===== config.mk =====
export PLATFORM = sky130hd
export DESIGN_NAME = bp_arb2
export DESIGN_NICKNAME = d
export VERILOG_FILES = /design/src/rtl/bp_arb2.sv
export SDC_FILE = /design/constraint.sdc
export NUM_CORES = 1
export LEC_CHECK = 0
export ABC_AREA = 1
export CAP_MARGIN = 20
export CORE_UTILIZATION = 65
export DETAILED_ROUTE_END_ITERATION = 8
export DONT_BUFFER_PORTS = 1
export GPL_ROUTABILITY_DRIVEN = 0
export PLACE_DENSITY = 0.81
export SLEW_MARGIN = 40
export SYNTH_ARGS = -nofsm -noshare
export SYNTH_HDL_FRONTEND = slang
export SYNTH_SLANG_ARGS = --single-unit

===== constraint.sdc =====
create_clock -name i_clk -period 6.95 [get_ports i_clk]
set_input_delay 2.085 -clock i_clk [delete_from_list [all_inputs] [get_ports i_clk]]
set_output_delay 2.085 -clock i_clk [all_outputs]
set_load 0.01 [all_outputs]

===== src/rtl/bp_arb2.sv =====
// bp_arb2: two-requester arbiter in front of one BytePipe target. A transaction, or a
// burst-init write plus the burst it arms, is never interleaved. Option: BP_ARB2_ROUNDROBIN_EN.
module bp_arb2 #(
    parameter bit LOCK_BURST = 1'b1
) (
    input  logic       i_clk,
    input  logic       i_rst,
    input  logic       i_cg,
    input  logic [7:0] i_req0_data,
    input  logic       i_req0_valid,
    output logic       o_req0_ready,
    output logic [7:0] o_req0_data,
    output logic       o_req0_valid,
    input  logic       i_req0_ready,
    input  logic [7:0] i_req1_data,
    input  logic       i_req1_valid,
    output logic       o_req1_ready,
    output logic [7:0] o_req1_data,
    output logic       o_req1_valid,
    input  logic       i_req1_ready,
    output logic [7:0] o_tgt_data,
    output logic       o_tgt_valid,
    input  logic       i_tgt_ready,
    input  logic [7:0] i_tgt_data,
    input  logic       i_tgt_valid,
    output logic       o_tgt_ready,
    output logic       o_owner,
    output logic       o_busy
);

    typedef enum logic [1:0] {
        S_IDLE  = 2'd0,
        S_WDATA = 2'd1,
        S_RESP  = 2'd2,
        S_LOCK  = 2'd3
    } state_t;

    state_t     state_q, state_d;
    logic       owner_q, owner_d;
    logic       wr_q, wr_d;
    logic       a0_q, a0_d;
    logic [7:0] burst_q, burst_d;
    logic [8:0] wcnt_q, wcnt_d;
    logic [8:0] rcnt_q, rcnt_d;

    logic       tie_sel;
    logic       pick;
    logic       grant;
    logic       sel_valid;
    logic       sel_rready;
    logic [7:0] sel_data;
    logic       fwd_en;
    logic       rsp_en;
    logic       req_acc;
    logic       rsp_acc;
    logic [8:0] cnt_init;

`ifdef BP_ARB2_ROUNDROBIN_EN
    logic rr_q, rr_d;
    assign tie_sel = rr_q;
`else
    assign tie_sel = 1'b0;
`endif

    // Grant: live pick while idle, otherwise frozen on the transaction owner.
    always_comb begin
        pick = 1'b0;
        if (i_req0_valid && i_req1_valid)
            pick = tie_sel;
        else if (i_req1_valid)
            pick = 1'b1;
        grant      = (state_q == S_IDLE) ? pick : owner_q;
        sel_valid  = grant ? i_req1_valid : i_req0_valid;
        sel_data   = grant ? i_req1_data  : i_req0_data;
        sel_rready = grant ? i_req1_ready : i_req0_ready;
        cnt_init   = {1'b0, (sel_data[6:0] != 7'd0) ? burst_q : 8'd0} + 9'd1;
    end

    // Handshakes only happen on enabled cycles so no transfer escapes the counters.
    always_comb begin
        fwd_en       = i_cg && (state_q != S_RESP);
        rsp_en       = i_cg && (state_q == S_RESP);
        o_tgt_valid  = fwd_en && sel_valid;
        o_tgt_data   = sel_data;
        o_req0_ready = fwd_en && !grant && i_tgt_ready;
        o_req1_ready = fwd_en &&  grant && i_tgt_ready;
        o_tgt_ready  = rsp_en && sel_rready;
        o_req0_valid = rsp_en && !grant && i_tgt_valid;
        o_req1_valid = rsp_en &&  grant && i_tgt_valid;
        o_req0_data  = i_tgt_data;
        o_req1_data  = i_tgt_data;
        o_owner      = owner_q;
        o_busy       = (state_q != S_IDLE);
    end

    assign req_acc = o_tgt_valid && i_tgt_ready;
    assign rsp_acc = o_tgt_ready && i_tgt_valid;

    always_comb begin
        state_d = state_q;
        owner_d = owner_q;
        wr_d    = wr_q;
        a0_d    = a0_q;
        burst_d = burst_q;
        wcnt_d  = wcnt_q;
        rcnt_d  = rcnt_q;
`ifdef BP_ARB2_ROUNDROBIN_EN
        rr_d    = rr_q;
`endif
        case (state_q)
            S_IDLE, S_LOCK: begin
                if (req_acc) begin
                    owner_d = grant;
                    wr_d    = sel_data[7];
                    a0_d    = (sel_data[6:0] == 7'd0);
                    if (sel_data[7]) begin
                        state_d = S_WDATA;
                        wcnt_d  = cnt_init;
                    end else begin
                        state_d = S_RESP;
                        rcnt_d  = cnt_init;
                    end
                end
            end
            S_WDATA: begin
                if (req_acc) begin
                    if (a0_q)
                        burst_d = sel_data;
                    wcnt_d = wcnt_q - 9'd1;
                    if (wcnt_q == 9'd1) begin
                        state_d = S_RESP;
                        rcnt_d  = 9'd1;
                    end
                end
            end
            S_RESP: begin
                if (rsp_acc) begin
                    rcnt_d = rcnt_q - 9'd1;
                    if (rcnt_q == 9'd1) begin
                        if (!a0_q)
                            burst_d = 8'd0;
                        // A nonzero burst-init keeps the same owner for the txn it arms.
                        if (LOCK_BURST && wr_q && a0_q && (burst_q != 8'd0)) begin
                            state_d = S_LOCK;
                        end else begin
                            state_d = S_IDLE;
`ifdef BP_ARB2_ROUNDROBIN_EN
                            rr_d    = !owner_q;
`endif
                        end
                    end
                end
            end
            default: state_d = S_IDLE;
        endcase
    end

    always_ff @(posedge i_clk) begin
        if (i_rst) begin
            state_q <= S_IDLE;
            owner_q <= 1'b0;
            wr_q    <= 1'b0;
            a0_q    <= 1'b0;
            burst_q <= 8'd0;
            wcnt_q  <= 9'd0;
            rcnt_q  <= 9'd0;
`ifdef BP_ARB2_ROUNDROBIN_EN
            rr_q    <= 1'b0;
`endif
        end else begin
            state_q <= state_d;
            owner_q <= owner_d;
            wr_q    <= wr_d;
            a0_q    <= a0_d;
            burst_q <= burst_d;
            wcnt_q  <= wcnt_d;
            rcnt_q  <= rcnt_d;
`ifdef BP_ARB2_ROUNDROBIN_EN
            rr_q    <= rr_d;
`endif
        end
    end

endmodule


==> impl_results.md <==
- Mapped Nets: 421
- Synth Area in Compound Gates: 0.166
- Initial antenna violation count: 0
- Worst-margin pin slew: 0.600 ns
- Register share of total power: 0.285
- Horiz. Die Dim: 64.2 µm
- Startpoint types: input pin
- Simple-gate share of the synthesized area: 0.357
- Initial Util: 0.681
- Critical Path RT: ~4.9 ns
- DRT Pass-1 Iters: 5
- Yosys top cell by area: dfxtp_1
- Total gr overflow: 0
- Switching portion of total power: 0.482
- Top area cells in the synthesized netlist: dfxtp_1, nand2_1, inv_1
- Synth Cell Area: 2510 µm²
- CTS sink count: 31
- Final TNS setup: 0 ns
- Postcts setup bufs: 0
- Synth top area share: 0.247
- Pin count of the biggest net entering global routing: 19
- Post-synthesis sequential area ratio: 0.247
- Root Buffer: clkbuf_8
- HP Class: register to register
- Pins Over Slew Limit: 0
- Reg2Reg Setup Slack: 4.03 ns
- Final hold violation count: 0
- Post-synthesis register bit count: 31
- LEAKAGE: 1.13 nW
- Synth cell types: 41
- Synth warnings: 0
- Commonest non-fill, non-tap cells in the layout: nand2_1, inv_1, a21oi_1
- Synth-to-layout area growth: -1.84%
- Die area: 4120 µm²
- Reg clk slew, reported paths: roughly 0.06 ns
- Routed wire length: 5.28 mm
- Switching power total: roughly 0.39 mW
- Number of buffers added on ports: 0
- Largest family of logic cells by synthesized area: simple AND/OR/NAND/NOR gates
- Nets: 403
- Vias in the first global route: 2,138
- Commonest non-fill, non-tap cell in the layout: nand2_1
- Mapped Cells: 380
- Final period util: 0.731
- H-tree Lvls: 2
- Row cnt: 22
- Mux share of post-synthesis cell area: 0
- Final core occ: 0.669
- Post-Synth Adder-Cell Area: 0.0398
- Final antenna-violating net count: 0
- Drt drc: 0
- Internal Pwr Total: 0.423 mW
- Combinational Power Share: 0.543
- Endpoints failing setup: 0
- RSZ-0062 raised after global routing: false
- Post-CTS Hold Fix Bufs: 0
- Minimum clock period: 5.08 ns
- Status: complete, no violations
- Quantity of gates resized following cts: 0
- Total Routing Usage GR: 0.283
- Wire length per cell: 12.8 µm
- Worst EP arrival: 2.99 ns
- Worst slew margin: 0.598
- Area of the core: 3690 µm²
- Reg2reg end: wcnt_q[6]$_SDFFE_PP0P_
- Total CTS buffers: 5
- XOR/XNOR Fraction of Synth Area: 0.0244
- Ant diodes: 0
- Synth Area per Inst: ~6.6 µm²
- Post-DP HPWL: around 4.0 mm
- Worst vdd ir: 0.161 mV
- Die extent in y: 64.2 µm
- Crit path launch: i_req0_valid
- Ratio of cells with drive above 1 in the final layout: 0.124
- Clock power share: 0.172
- I/O Pins: 65
- First-pass GRT wire length: about 9.2 mm
- Cell Pwr Density: 331 nW/µm²
- CP endpoint kind: primary output
- Worst setup path category: input pin to primary output
- First DRT Iteration DRCs: 187
- Final clock skew: 0.00249 ns
- Worst-case clock buffer depth: 2
- Setup crit end: o_req1_ready
- Worst-skew pair later-pin latency: 0.29 ns
- TritonCTS clock tree: built
- Vias: 2,277
- Filler Cell Count: 345
- Max-cap violations: 0
- Reg2reg path depth: 20
- Vias/cell: 5.54
- Crit-path max FO: 14
- Fmax: 197 MHz
- Worst flop-to-flop path startpoint: state_q[0]$_SDFFE_PP0P_
## cell families (layout without fill, tap and decap cells)
family / after synthesis / in the layout
and+or+nand+nor: 178 / 178
adders and majority gates: 8 / 8
xor gates and xnor gates: 7 / 7
DFF: 31 / 31
AOI/OAI and AO/OA: 70 / 70
buffers and inverters: 86 / 69
## worst max-delay path, cell delays in order
cell     delay, ns
inv_1         0.04
nand3_2       0.16
nand2_4       0.23
inv_2         0.09
nor4_1        0.38
## synth_stat cells
library cell,count
a211oi_1,3
a21oi_1,35
a21oi_2,1
a21oi_4,1
a221oi_2,1
a311oi_1,1
a31o_2,1
a31oi_1,2
buf_12,1
buf_2,2
buf_4,16
buf_6,2
clkbuf_1,4
clkinv_1,1
dfxtp_1,31
ha_1,8
inv_1,56
inv_2,4
nand2_1,82
nand2_2,13
nand2_4,6
nand3_1,25
nand3_2,2
nand3_4,1
nand3b_1,6
nand4_1,3
nand4_4,1
nor2_1,23
nor2_2,3
nor2_4,3
nor3_1,6
nor4_1,3
o211ai_1,3
o21a_1,1
o21ai_0,16
o21ai_1,1
o21ai_2,2
o21bai_1,1
o221ai_1,1
or2_1,1
xor2_1,7
## worst min-delay path by stage
stage | from | to | slack (ns) | depth (start not counted)
final | burst_q[5]$_SDFFE_PP0P_ | burst_q[5]$_SDFFE_PP0P_ | 0.48 | 2
after global routing | burst_q[5]$_SDFFE_PP0P_ | burst_q[5]$_SDFFE_PP0P_ | 0.51 | 2
after CTS | burst_q[7]$_SDFFE_PP0P_ | burst_q[7]$_SDFFE_PP0P_ | 0.48 | 2
after detailed placement | burst_q[5]$_SDFFE_PP0P_ | burst_q[5]$_SDFFE_PP0P_ | 0.47 | 2
after global placement | burst_q[5]$_SDFFE_PP0P_ | burst_q[5]$_SDFFE_PP0P_ | 0.46 | 2
after floorplan | burst_q[5]$_SDFFE_PP0P_ | burst_q[5]$_SDFFE_PP0P_ | 0.45 | 2
## per-layer routing
metal,vias to the layer above,GRT usage,share of wire
met5,-,0,0
met4,0,0.119,0.018
met3,10,0.0536,0.055
met2,57,0.475,0.47
met1,1029,0.353,0.46
li1,1181,-,-
## power groups by stage
stage	sequential [mW]	combinational [mW]	clock, mW
2_1_floorplan	0.232	0.397	0
6_report	0.233	0.443	0.140
3_3_place_gp	0.236	0.431	0
3_5_place_dp	0.237	0.439	0
4_1_cts	0.233	0.442	0.140
5_1_grt	0.237	0.500	0.147
## through the flow
stage / hold WS (ns) / instance area [µm²] / power (mW) / cells / setup WS, ns
2_1_floorplan: 0.454 / 2510 / 0.629 / 380 / 2.05
3_3_place_gp: 0.462 / 2390 / 0.667 / 403 / 1.89
3_5_place_dp: 0.470 / 2390 / 0.676 / 403 / 1.86
4_1_cts: 0.483 / 2470 / 0.815 / 411 / 1.86
5_1_grt: 0.514 / 2470 / 0.885 / 411 / 1.78
6_report: 0.480 / 2470 / 0.817 / 411 / 1.87
## state kept, by name (all words and copies together), names as in the netlist
| signal | flops |
|---|---|
| wr_q | 1 |
| rcnt_q | 9 |
| wcnt_q | 9 |
| state_q | 2 |
| o_owner | 1 |
| burst_q | 8 |
| a0_q | 1 |
## final cells by class
cell class,count,area [µm²],area share
clock buffers,7,76.3,0.0309
clock inverters,1,5.00,0.00203
inverters,61,229,0.0928
multi-input cells,263,1480,0.598
flip-flops and latches,31,621,0.252
well taps,48,60.1,0.0243
No activity file was read; power rests on OpenSTA's default activity.
